<file path="src/rtl/alu_issue_ctrl.sv">
// ALU issue controller: per-lane RV32I (+optional M) decode with one-deep output register.
// Define ALU_ISSUE_MEXT_EN to decode mul/div and enable the divider occupancy counter.
module alu_issue_ctrl #(
   parameter int unsigned LANES   = 2,
   parameter int unsigned DIV_LAT = 8
) (
   input  logic                 clk,
   input  logic                 rst_n,
   input  logic                 in_valid,
   output logic                 in_ready,
   input  logic [LANES-1:0]     in_lane_vld,
   input  logic [7*LANES-1:0]   in_opcode,
   input  logic [3*LANES-1:0]   in_funct3,
   input  logic [7*LANES-1:0]   in_funct7,
   output logic                 out_valid,
   input  logic                 out_ready,
   output logic [LANES-1:0]     out_lane_vld,
   output logic [5*LANES-1:0]   out_aluop,
   output logic [2*LANES-1:0]   out_in1_sel,
   output logic [2*LANES-1:0]   out_in2_sel,
   output logic [LANES-1:0]     out_illegal,
   output logic                 div_busy
);

   localparam int unsigned NDIV_W = $clog2(LANES + 1);

   localparam logic [6:0] OPC_OP     = 7'b0110011;
   localparam logic [6:0] OPC_OP_IMM = 7'b0010011;
   localparam logic [6:0] OPC_LUI    = 7'b0110111;
   localparam logic [6:0] OPC_AUIPC  = 7'b0010111;

   localparam logic [6:0] F7_BASE = 7'b0000000;
   localparam logic [6:0] F7_ALT  = 7'b0100000;
   localparam logic [6:0] F7_MEXT = 7'b0000001;

   localparam logic [4:0] OP_ADD    = 5'b00000;
   localparam logic [4:0] OP_SUB    = 5'b00001;
   localparam logic [4:0] OP_SLL    = 5'b00010;
   localparam logic [4:0] OP_XOR    = 5'b00011;
   localparam logic [4:0] OP_SRA    = 5'b00100;
   localparam logic [4:0] OP_SRL    = 5'b00101;
   localparam logic [4:0] OP_OR     = 5'b00110;
   localparam logic [4:0] OP_AND    = 5'b00111;
   localparam logic [4:0] OP_SLT    = 5'b01000;
   localparam logic [4:0] OP_SLTU   = 5'b01001;
`ifdef ALU_ISSUE_MEXT_EN
   localparam logic [4:0] OP_MUL    = 5'b10110;
   localparam logic [4:0] OP_MULH   = 5'b10010;
   localparam logic [4:0] OP_MULHSU = 5'b10001;
   localparam logic [4:0] OP_MULHU  = 5'b10000;
   localparam logic [4:0] OP_DIV    = 5'b11000;
   localparam logic [4:0] OP_DIVU   = 5'b11010;
   localparam logic [4:0] OP_REM    = 5'b11100;
   localparam logic [4:0] OP_REMU   = 5'b11110;
`endif

   localparam logic [1:0] SEL1_RS1  = 2'b00;
   localparam logic [1:0] SEL1_PC   = 2'b01;
   localparam logic [1:0] SEL1_ZERO = 2'b10;
   localparam logic [1:0] SEL2_RS2  = 2'b00;
   localparam logic [1:0] SEL2_SHMT = 2'b01;
   localparam logic [1:0] SEL2_I12  = 2'b10;
   localparam logic [1:0] SEL2_I20  = 2'b11;

   // base register-register / register-immediate op by funct3
   function automatic logic [4:0] base_op(input logic [2:0] f3, input logic alt_shift);
      logic [4:0] r;
      r = OP_ADD;
      case (f3)
         3'b000: r = OP_ADD;
         3'b001: r = OP_SLL;
         3'b010: r = OP_SLT;
         3'b011: r = OP_SLTU;
         3'b100: r = OP_XOR;
         3'b101: r = alt_shift ? OP_SRA : OP_SRL;
         3'b110: r = OP_OR;
         3'b111: r = OP_AND;
         default: r = OP_ADD;
      endcase
      return r;
   endfunction

   logic [5*LANES-1:0]  aluop_c;
   logic [2*LANES-1:0]  in1_sel_c;
   logic [2*LANES-1:0]  in2_sel_c;
   logic [LANES-1:0]    illegal_c;
   logic [NDIV_W-1:0]   ndiv_c;
   logic                accept_c;

   logic [6:0] opc;
   logic [2:0] f3;
   logic [6:0] f7;
   logic [4:0] lane_op;
   logic [1:0] lane_s1;
   logic [1:0] lane_s2;
   logic       lane_ill;
   logic       lane_div;

   // per-lane decode; invalid lanes and illegal lanes both collapse to add/rs1/rs2
   always_comb begin
      aluop_c   = '0;
      in1_sel_c = '0;
      in2_sel_c = '0;
      illegal_c = '0;
      ndiv_c    = '0;
      opc       = '0;
      f3        = '0;
      f7        = '0;
      lane_op   = OP_ADD;
      lane_s1   = SEL1_RS1;
      lane_s2   = SEL2_RS2;
      lane_ill  = 1'b0;
      lane_div  = 1'b0;
      for (int i = 0; i < int'(LANES); i++) begin
         opc      = in_opcode[7*i +: 7];
         f3       = in_funct3[3*i +: 3];
         f7       = in_funct7[7*i +: 7];
         lane_op  = OP_ADD;
         lane_s1  = SEL1_RS1;
         lane_s2  = SEL2_RS2;
         lane_ill = 1'b0;
         lane_div = 1'b0;
         if (in_lane_vld[i]) begin
            case (opc)
               OPC_OP: begin
                  case (f7)
                     F7_BASE: lane_op = base_op(f3, 1'b0);
                     F7_ALT: begin
                        if (f3 == 3'b000)      lane_op = OP_SUB;
                        else if (f3 == 3'b101) lane_op = OP_SRA;
                        else                   lane_ill = 1'b1;
                     end
                     F7_MEXT: begin
`ifdef ALU_ISSUE_MEXT_EN
                        case (f3)
                           3'b000: lane_op = OP_MUL;
                           3'b001: lane_op = OP_MULH;
                           3'b010: lane_op = OP_MULHSU;
                           3'b011: lane_op = OP_MULHU;
                           3'b100: lane_op = OP_DIV;
                           3'b101: lane_op = OP_DIVU;
                           3'b110: lane_op = OP_REM;
                           3'b111: lane_op = OP_REMU;
                           default: lane_op = OP_ADD;
                        endcase
                        lane_div = f3[2];
`else
                        lane_ill = 1'b1;
`endif
                     end
                     default: lane_ill = 1'b1;
                  endcase
               end
               OPC_OP_IMM: begin
                  // addi has no sub form; only shifts look at funct7
                  lane_op = base_op(f3, f7 == F7_ALT);
                  lane_s2 = (f3 == 3'b001 || f3 == 3'b101) ? SEL2_SHMT : SEL2_I12;
               end
               OPC_LUI: begin
                  lane_s1 = SEL1_ZERO;
                  lane_s2 = SEL2_I20;
               end
               OPC_AUIPC: begin
                  lane_s1 = SEL1_PC;
                  lane_s2 = SEL2_I20;
               end
               default: lane_ill = 1'b1;
            endcase
         end
         if (lane_ill) begin
            lane_op  = OP_ADD;
            lane_s1  = SEL1_RS1;
            lane_s2  = SEL2_RS2;
            lane_div = 1'b0;
         end
         aluop_c[5*i +: 5]   = lane_op;
         in1_sel_c[2*i +: 2] = lane_s1;
         in2_sel_c[2*i +: 2] = lane_s2;
         illegal_c[i]        = lane_ill;
         ndiv_c              = ndiv_c + NDIV_W'(lane_div);
      end
   end

   logic                valid_q, valid_d;
   logic [LANES-1:0]    lane_vld_q, lane_vld_d;
   logic [5*LANES-1:0]  aluop_q, aluop_d;
   logic [2*LANES-1:0]  in1_sel_q, in1_sel_d;
   logic [2*LANES-1:0]  in2_sel_q, in2_sel_d;
   logic [LANES-1:0]    illegal_q, illegal_d;
   logic                div_busy_q;

   assign in_ready = (~valid_q | out_ready) & ~((ndiv_c != '0) & div_busy_q);
   assign accept_c = in_valid & in_ready;

   // output register: load on accept, drop valid on drain, otherwise hold
   always_comb begin
      valid_d    = valid_q;
      lane_vld_d = lane_vld_q;
      aluop_d    = aluop_q;
      in1_sel_d  = in1_sel_q;
      in2_sel_d  = in2_sel_q;
      illegal_d  = illegal_q;
      if (accept_c) begin
         valid_d    = 1'b1;
         lane_vld_d = in_lane_vld;
         aluop_d    = aluop_c;
         in1_sel_d  = in1_sel_c;
         in2_sel_d  = in2_sel_c;
         illegal_d  = illegal_c;
      end else if (out_ready) begin
         valid_d    = 1'b0;
      end
   end

   always_ff @(posedge clk or negedge rst_n) begin
      if (!rst_n) begin
         valid_q    <= 1'b0;
         lane_vld_q <= '0;
         aluop_q    <= '0;
         in1_sel_q  <= '0;
         in2_sel_q  <= '0;
         illegal_q  <= '0;
      end else begin
         valid_q    <= valid_d;
         lane_vld_q <= lane_vld_d;
         aluop_q    <= aluop_d;
         in1_sel_q  <= in1_sel_d;
         in2_sel_q  <= in2_sel_d;
         illegal_q  <= illegal_d;
      end
   end

`ifdef ALU_ISSUE_MEXT_EN
   localparam int unsigned CNT_W = $clog2(DIV_LAT * LANES + 1);

   logic [CNT_W-1:0] cnt_q, cnt_d;
   logic             div_busy_d;

   // divider occupancy: reload per accepted div bundle, else count down to zero
   always_comb begin
      cnt_d = cnt_q;
      if (accept_c && (ndiv_c != '0)) begin
         cnt_d = CNT_W'(DIV_LAT * ndiv_c);
      end else if (cnt_q != '0) begin
         cnt_d = cnt_q - CNT_W'(1);
      end
      div_busy_d = (cnt_d != '0);
   end

   always_ff @(posedge clk or negedge rst_n) begin
      if (!rst_n) begin
         cnt_q      <= '0;
         div_busy_q <= 1'b0;
      end else begin
         cnt_q      <= cnt_d;
         div_busy_q <= div_busy_d;
      end
   end
`else
   assign div_busy_q = 1'b0;
`endif

   assign out_valid    = valid_q;
   assign out_lane_vld = lane_vld_q;
   assign out_aluop    = aluop_q;
   assign out_in1_sel  = in1_sel_q;
   assign out_in2_sel  = in2_sel_q;
   assign out_illegal  = illegal_q;
   assign div_busy     = div_busy_q;

endmodule

</file>
<file path="config.mk">
export PLATFORM = sky130hd
export DESIGN_NAME = alu_issue_ctrl
export DESIGN_NICKNAME = d
export VERILOG_FILES = /design/src/rtl/alu_issue_ctrl.sv
export SDC_FILE = /design/constraint.sdc
export NUM_CORES = 1
export LEC_CHECK = 0
export BUFFER_PORTS_ARGS = -buffer_cell sky130_fd_sc_hd__buf_4
export CAP_MARGIN = 20
export CORE_ASPECT_RATIO = 0.5
export CORE_MARGIN = 3
export CORE_UTILIZATION = 49
export CTS_CLUSTER_DIAMETER = 80
export CTS_CLUSTER_SIZE = 40
export DETAILED_ROUTE_END_ITERATION = 8
export GPL_TIMING_DRIVEN = 0
export PLACE_DENSITY = 0.9
export SETUP_SLACK_MARGIN = 0.02
export SYNTH_ARGS = -nofsm -noshare
export SYNTH_HDL_FRONTEND = slang
export SYNTH_SLANG_ARGS = --single-unit
</file>
<file path="constraint.sdc">
create_clock -name clk -period 2.4 [get_ports clk]
set_clock_uncertainty 0.1 [all_clocks]
set_input_delay 0.12 -clock clk [delete_from_list [all_inputs] [get_ports clk]]
set_output_delay 0.12 -clock clk [all_outputs]
set_load 0.02 [all_outputs]
</file>
Yosys cells after proc, flatten, opt, wreduce, memory -nomap -nowiden
Memories as Yosys holds them, arrays and structs flattened.
Cells that the tools add are included.

word-level totals
  bits in registers = 23
  ROM bits = 64
  bits of input ports = 40
  output and inout bits = 25
  word-level logic and storage cells = 88
  memories kept = 2

operators by class
  eq/ne operators = 24
  muxes and demuxes = 42
  bitwise operators = 3
  reductions and logical operators = 11

memory list
  memory           depth  width  rd ports  clocked after memory_dff  wr ports  line  RTL
  (no name shown)  8      4      1         0                         0         69    case (f3)
  (no name shown)  8      4      1         0                         0         69

operators with widths
  kind                                           number
  case mux 5 bit (8 select lines)                2
  == test 7 x 6 -> 1 bit, second input constant  6
  case mux 5 bit (2 select lines)                4
  == test 7 x 5 -> 1 bit, second input constant  4
  == test 3 bit, second input constant           8
  two-way mux 2 bit                              10
  two-way mux 5 bit                              4
  case mux 2 bit (2 select lines)                4
  logical NOT 7 bit                              2
  == test 3 x 2 -> 1 bit, second input constant  4
  two-way mux 3 bit                              4
  two-way mux 1 bit                              10
  case mux 1 bit (2 select lines)                4
  == test 3 x 1 -> 1 bit, second input constant  2
  logical NOT 3 bit                              2
  OR reduction 3 bit                             2
  OR reduction 2 bit                             2
  logical OR 1 bit                               2
  nonzero test 2 bit                             1
  AND 1 bit                                      1
  NOT 1 bit                                      1
  bitwise OR 1 bit                               1

Depth between registers and ports, before layout
Gate-level depths: netlist of the first run.

  depth in word-level cells = 7
  depth in mapped cells = 5
  gate-level depth less buffers = 4

Worst setup path before layout of the first run
No wires, ideal clock.

  path kind = register to register
  from = register valid_q, in the netlist out_valid
  to = register aluop_q[5], in the netlist out_aluop[5]
  library setup time = 110 ps
  arrival = 1375 ps
  required time = 2190 ps
  slack = 814 ps
  cell stages (with the launch flop) = 5
  buffers on the path = 0
  period minus slack after synthesis = 1586 ps
  cells stage by stage = dfrtp_1 -> nand2b_2 -> nand3_1 -> or2_1 -> o41ai_1

on the way
  word-level cells in the longest chain between the ends = 3

RTL lines
  item                      line  RTL
  start: declaration        184   logic valid_q, valid_d;
  start signal: assignment  224   valid_q <= valid_d;
  NOT 1 bit                 192   assign in_ready = (~valid_q | out_ready) & ~((ndiv_c != '0) & div_busy_q);
  bitwise OR 1 bit          192
  net in_ready              10    output logic in_ready,
  AND 1 bit                 193   assign accept_c = in_valid & in_ready;
  end signal: assignment    226   aluop_q <= aluop_d;
  end: declaration          186   logic [5*LANES-1:0] aluop_q, aluop_d;

The timed path passes the listed nets, and every way through them passes these cells.
A chain may end at the register's enable or synchronous reset.

Worst setup path in the final report of the first run
  from = register valid_q, in the netlist out_valid
  to = register aluop_q[7], in the netlist out_aluop[7]

on the way
  word-level cells in the longest chain between the ends = 3

RTL lines
  item              line
  NOT 1 bit         192
  bitwise OR 1 bit  192
  AND 1 bit         193

Every way passes these cells.

==> metrics.txt, run 1 <==
I/O Buffers 56; area grow syn2layout 41.7%; placed inst area between 1500 and 2000 um2; unrepaired setup endpoints after global routing no; capturing element type of the critical path register; final-layout setup total negative slack 0 ns; global route total overflow 0; Max Fclk around 0.65 GHz; Syn Area/Cell 9.55 um2; kind of critical path reg2reg; busiest grt layer met2; Max VDD drop 0.217 mV; minimum clock period 1.54 ns; family with the most delay on the worst path simple AND/OR/NAND/NOR gates; initial core utilization 0.547; via count of the first global-routing pass about 1,300; Synth warnings 0; number of buffers created by CTS 3; detailed router's first-iteration violation count 57; net count of the finished layout 240; ratio of final minimum period to clock period 0.642; diode insertion count for antenna repair 0; Pleak 0.846 nW; drt first pass iters 4; count of pins over their slew limit 0; CTS clock-pin slew for the worst setup and hold paths 0.08 ns; Slowest-stage cell, CP dfrtp_1; flip-flop cell with the highest count after synthesis dfrtp_1; largest incremental delay on the critical path 0.39 ns; number of hold-slack violations in the final timing report 0; WP data arrival 1.60 ns; Routed wire per std cell between 10 and 15 um; placer's final routability congestion estimate 0.814; final number of setup-violating endpoints 0; floorplan row count 12; outcome completed; Required @ worst endpoint 2.46 ns; Buf+Inv Stages, Crit Path 0; number of flops mapped to enable cells by yosys 0; most common cell after layout, fill and taps aside buf_4; post-synthesis sequential area ratio 0.408; floorplan core area between 2000 and 2500 um2; ANT nets after route 0; synthesized flop and latch total 21; worst-path cell chain nand2b_2 -> nand3_1 -> or2_1 -> o41ai_1; Max clock buf depth 2; distinct cell type count after synthesis 48; max-cap check violation count 0; worst-path maximum fanout 6; total power after layout 803 uW; post-synthesis cell area 1290 um2; CTS tree built; final routed wirelength across all metal layers between 3000 and 4000 um; share of final-layout standard cells stronger than drive strength 1 0.372; Synth Instances 135; largest net degree at the start of global routing 22; asr flop ratio synth 1.00; path class of the lowest-slack min-delay path in2reg; clk root buf clkbuf_8; most frequent cells in the layout buf_4, nand2_1, dfrtp_1; power density relative to cell area 439 nW/um2; met3 capacity usage during global routing 0.0429; number of filler instances in the final layout 167; number of I/O pins 65; setup repair bufs after CTS 0; chip height between 40 and 50 um; post-route cell area roughly 1800 um2; post-DR vias/cell 5.50; Via Count 1,287; CTS sink count 21; Global Route Usage Sum 0.202; drc violations 0; global-route wire length before repair 5440 um; critical path startpoint category register; GR Util met2 0.378; DIE WIDTH 78.5 um; dpl hpwl around 2400 um; total die area 3320 um2; Worst Max-Slew Pin Slew 0.510 ns; Relative slew margins 0.659; Clock Latency Late Sink between 0.2 and 0.3 ns; initial antenna violation count 0; number of H-tree levels 1; met1 track utilization from global routing 0.236
worst paths after layout:
path                                start              to  slack [ns]  cells past startpoint
setup / recovery                out_valid    out_aluop[7]        0.86                      4
hold / removal             in_lane_vld[0]  out_in1_sel[0]        0.06                      3
setup reg to reg                out_valid    out_aluop[7]        0.86                      4
hold reg to reg              out_aluop[7]    out_aluop[7]        0.39                      2
max in group asynchronous           rst_n  out_in1_sel[2]        1.78                      2
min in group asynchronous           rst_n       out_valid        0.21                      2
per-stage QoR:
step           setup slack [ns]  utilization  hold slack (ns)  instances
6_report                  0.860        0.775           0.0579        234
4_1_cts                   0.858        0.775           0.0606        234
3_3_place_gp              0.849        0.747          -0.0852        228
2_1_floorplan             0.814            -           -0.276        137
5_1_grt                   0.764        0.775           0.0736        234
3_5_place_dp              0.856        0.747          -0.0792        228
final cells by class:
class                      instances  area (um2)  share of cell area
multi-input combinational        103         709               0.388
timing repair buffer              58         440               0.241
sequential                        21         526               0.288
inverter                           3        11.3             0.00616
clock buffer                       3        41.3              0.0226
tap                               35        43.8              0.0240
buffer                            10        50.0              0.0274
clock inverter                     1        5.00             0.00274
power by group:
part / leakage (nW) / total, mW / switching [mW] / internal [mW]
Clock: 0.0255 / 0.235 / 0.120 / 0.116
Combinational: 0.538 / 0.195 / 0.103 / 0.0924
Sequential: 0.283 / 0.372 / 0.00681 / 0.365
cells in the mapped netlist, types with 2 or more instances:
cell type,count,area [um2]
a21oi_1,3,15.0
xor2_1,2,17.5
nand2_1,21,78.8
dfrtp_1,21,526
o31a_1,2,17.5
nand3_1,4,20.0
buf_4,3,22.5
clkbuf_1,6,22.5
nor3b_1,2,15.0
o31ai_1,3,22.5
o211ai_1,2,15.0
o41ai_1,2,17.5
o22ai_1,2,12.5
mux2i_1,2,20.0
nor2b_1,2,12.5
a22o_1,2,17.5
nor3_2,2,20.0
xnor2_1,2,17.5
inv_1,3,11.3
a211oi_1,3,22.5
and3_1,2,12.5
o21ai_1,9,45.0
a32o_1,3,30.0
nand2b_1,3,18.8
nor2_1,6,22.5
worst reg2reg max path: stages, from the launching register on:
cell and delay [ns]:
dfrtp_1 0.39, nand2b_2 0.13, nand3_1 0.19, or2_1 0.32
o41ai_1 0.30
kinds of logic after synthesis:
group	synth area share
simple gates	0.249
compound gates	0.242
flops	0.408
buf+inv	0.0476
xor+xnor	0.0272
mux	0.0243
other cells	0.00291
timing repair:
item | in CTS | in global routing
hold endpoints to repair | 22 | 0
hold buffers | 2 | 0
gates resized for setup | 0 | 0
state kept, by name, indices dropped and copies added, names as in the netlist:
signal and count:
out_valid 1, out_in1_sel 4, out_aluop 8, out_illegal 2
out_in2_sel 4, out_lane_vld 2
layer usage:
metal,vias to the layer above,part of all wire
met3,4,0.064
met2,50,0.51
met1,609,0.41
li1,624,-
met5,-,0
met4,0,0.011
(Power assumes the default switching activity.)
==> run 2, diff against run 1 <==
--- a/config.mk
+++ b/config.mk
@@ -5,16 +5,17 @@
 export SDC_FILE = /design/constraint.sdc
 export NUM_CORES = 1
 export LEC_CHECK = 0
+export ABC_AREA = 1
 export BUFFER_PORTS_ARGS = -buffer_cell sky130_fd_sc_hd__buf_4
 export CAP_MARGIN = 20
 export CORE_ASPECT_RATIO = 0.5
 export CORE_MARGIN = 3
-export CORE_UTILIZATION = 49
+export CORE_UTILIZATION = 47
 export CTS_CLUSTER_DIAMETER = 80
 export CTS_CLUSTER_SIZE = 40
 export DETAILED_ROUTE_END_ITERATION = 8
 export GPL_TIMING_DRIVEN = 0
-export PLACE_DENSITY = 0.9
+export PLACE_DENSITY = 0.84
 export SETUP_SLACK_MARGIN = 0.02
 export SYNTH_ARGS = -nofsm -noshare
 export SYNTH_HDL_FRONTEND = slang
==> constraint.sdc (replaced) <==
create_clock -name clk -period 1.49 [get_ports clk]
set_clock_uncertainty 0.1 [all_clocks]
set_input_delay 0.0745 -clock clk [delete_from_list [all_inputs] [get_ports clk]]
set_output_delay 0.0745 -clock clk [all_outputs]
set_load 0.02 [all_outputs]
==> metrics.txt, run 2 <==
outcome completed; most frequent cells in the layout nand2_1, buf_4, inv_1; worst-path maximum fanout 6 (unchanged); ratio of final minimum period to clock period 0.907 (+0.265); Pleak 1.27 nW (+50%); via count of the first global-routing pass 1,522 (+19%); Slowest-stage cell, CP dfrtp_1; total power after layout 1.28 mW (+60%); most instantiated cells after synthesis nand2_1, inv_1, nor2_1; largest net degree at the start of global routing 22 (unchanged); chip height 45.8 um (+8.2%); Max VDD drop 0.364 mV (+68%); Critical R2R Launch out_valid; Synth Instances 229 (+70%); total die area 3910 um2 (+18%); met3 capacity usage during global routing 0.0235 (-0.0195); ANT nets after route 0 (unchanged); net switching component of the power 367 uW (+60%); most common cell after layout, fill and taps aside nand2_1; Crit path depth 7 (+3); drt first pass iters 4 (unchanged); busiest grt layer met2; diode insertion count for antenna repair 0 (unchanged); distinct cell type count after synthesis 26 (-46%); critical path startpoint category register; setup repair bufs after CTS 0 (unchanged); final routed wirelength across all metal layers 3760 um (+19%); GR Util met2 0.410 (+0.0328); post-DR vias/cell 4.81 (-13%); placer's final routability congestion estimate 0.926 (+14%); unrepaired setup endpoints after global routing no; Core Util, Final 0.745 (-0.0303); Max clock buf depth 2 (unchanged); minimum clock period 1.35 ns (-0.189 ns); Synth warnings 0 (unchanged); post-synthesis cell area 1490 um2 (+15%); floorplan core area 2800 um2 (+19%); clk root buf clkbuf_8; asr flop ratio synth 1.00 (unchanged); area grow syn2layout 40.3%; dpl hpwl 3070 um (+26%); I/O Buffers 61 (+8.9%); number of flip-flops under the largest register name 8 (unchanged); Max Fclk 0.740 GHz (+14%); DIE WIDTH 85.5 um (+8.9%); global route total overflow 0 (unchanged); Via Count 1,620 (+26%); number of I/O pins 65 (unchanged); detailed router's first-iteration violation count 61 (+7.0%); net count of the finished layout 341 (+42%); Buf+Inv Stages, Crit Path 1 (+1); max-cap check violation count 0 (unchanged); number of buffers created by CTS 3 (unchanged); final number of setup-violating endpoints 0 (unchanged); most area-hungry cell type in the Yosys netlist dfrtp_1; Global Route Usage Sum 0.204 (+0.00121); post-synthesis sequential area ratio 0.354 (-0.0539); family with the most delay on the worst path simple AND/OR/NAND/NOR gates; Clock Latency Late Sink 0.26 ns (about the same); CTS sink count 21 (unchanged); CTS tree built; met1 track utilization from global routing 0.227 (-0.00950); capturing element type of the critical path register; power density relative to cell area 617 nW/um2 (+40%); number of H-tree levels 1 (unchanged); Int Power 917 uW (+60%); CP Capture Point out_aluop[0]; Syn Area/Cell 6.49 um2 (-32%); flip-flop cell with the highest count after synthesis dfrtp_1; global-route wire length before repair 6300 um (+16%); count of pins over their slew limit 0 (unchanged); CTS clock-pin slew for the worst setup and hold paths 0.08 ns (about the same); Top cell by count, worst path nand2_1; largest incremental delay on the critical path 0.40 ns (about the same); Flop pwr share 0.466 (+0.003); most frequent cell after synthesis nand2_1; final-layout setup total negative slack 0 ns (unchanged); logic gate share of total power 0.250 (+0.007); floorplan row count 13 (+1); number of flops mapped to enable cells by yosys 0 (unchanged); WP data arrival 1.45 ns (-0.15 ns); share of the synthesized area in the top cell type 0.354 (-0.0539); Routed wire per std cell 11.2 um (-18%); number of hold-slack violations in the final timing report 0 (unchanged); Required @ worst endpoint 1.59 ns (-0.87 ns); worst reg2reg path depth 7 (+3); share of final-layout standard cells stronger than drive strength 1 0.277 (-0.0952); synthesized flop and latch total 21 (unchanged); switching portion of total power 0.286 (about the same); initial core utilization 0.531 (-0.0159); worst setup path startpoint out_valid; clock network power share 0.284 (-0.009); kind of critical path reg2reg; Critical R2R Capture out_aluop[0]; initial antenna violation count 0 (unchanged); drc violations 0 (unchanged); top cells by area in the synthesized netlist dfrtp_1, nand2_1, inv_1; worst-path cell chain nand2_2 -> nand2_2 -> inv_2 -> nand2_1 -> a21oi_4 -> nand2_1 -> nand2_1; number of filler instances in the final layout 236 (+41%); register-to-register path setup slack 0.14 ns (-0.72 ns); path class of the lowest-slack min-delay path in2reg
==> run 2: cell types whose count changed after synthesis, moves of 4 or more <==
| cell | previous run | this run |
|---|---|---|
| o21ai_1 | 9 | 0 |
| o21ai_0 | 0 | 9 |
| nor2_1 | 6 | 24 |
| clkbuf_1 | 6 | 2 |
| nand2_1 | 21 | 93 |
| inv_1 | 3 | 30 |
| nand3_1 | 4 | 17 |
==> run 2: how the worst min path moves through the flow <==
stage	startpoint	to	slack [ns]	cells after the start
2_1_floorplan	rst_n	out_aluop[0]	-0.32	0
3_3_place_gp	rst_n	out_aluop[8]	-0.14	1
3_5_place_dp	rst_n	out_aluop[8]	-0.13	1
4_1_cts	in_opcode[3]	out_in1_sel[1]	0.04	4
5_1_grt	in_opcode[3]	out_in1_sel[1]	0.06	4
6_report	in_opcode[3]	out_in1_sel[1]	0.04	4
==> run 2: worst register-to-register path, stage by stage (launching register included) <==
cell     delay (ns)
dfrtp_1        0.40
nand2_2        0.10
nand2_2        0.09
inv_2          0.11
nand2_1        0.13
a21oi_4        0.20
nand2_1        0.10
nand2_1        0.07
==> run 2: power groups by stage <==
stage                     clock network (mW)  registers (mW)  logic, mW
after detailed placement                   0           0.610      0.311
after CTS                              0.378           0.599      0.321
after global placement                     0           0.610      0.303
after global routing                   0.398           0.600      0.357
final                                  0.365           0.599      0.321
after floorplan                            0           0.633      0.124
==> run 2: kinds of logic after synthesis <==
| kind of cell | count (synthesis) | share of synthesized area |
|---|---|---|
| simple gates | 158 | 0.484 |
| buf+inv | 35 | 0.0960 |
| flops | 21 | 0.354 |
| compound gates | 14 | 0.0640 |
| other cells | 1 | 0.00252 |
==> run 2: layout make-up <==
| type | count | area (um2) | area share |
|---|---|---|---|
| multi-input cells | 175 | 825 | 0.396 |
| plain buffers | 5 | 30.0 | 0.0144 |
| flip-flops and latches | 21 | 526 | 0.252 |
| repair buffers | 65 | 498 | 0.239 |
| well taps | 37 | 46.3 | 0.0222 |
| inverters | 30 | 113 | 0.0541 |
| clock buffers | 3 | 41.3 | 0.0198 |
| clock inverters | 1 | 5.00 | 0.00240 |
==> run 2: repair_timing <==
item / 4_1_cts / 5_1_grt
hold endpoints to repair: 24 / 0
gates resized for setup: 0 / 1
setup endpoints to repair: 0 / 7
hold buffers: 4 / 0
==> run 2: layer usage <==
layer,vias to the layer above,share of wire
met2,48,0.53
met3,6,0.049
met4,0,0.012
li1,846,-
met5,-,0
met1,720,0.41
==> run 2: metrics by stage <==
stage	worst slack, ns	instances	hold slack, ns	area [um2]
after global placement	0.128	329	-0.137	2000
after detailed placement	0.0975	329	-0.133	2000
after CTS	0.0626	337	0.0403	2080
final	0.139	337	0.0400	2080
after global routing	0.0612	337	0.0566	2080
after floorplan	0.104	231	-0.321	1490
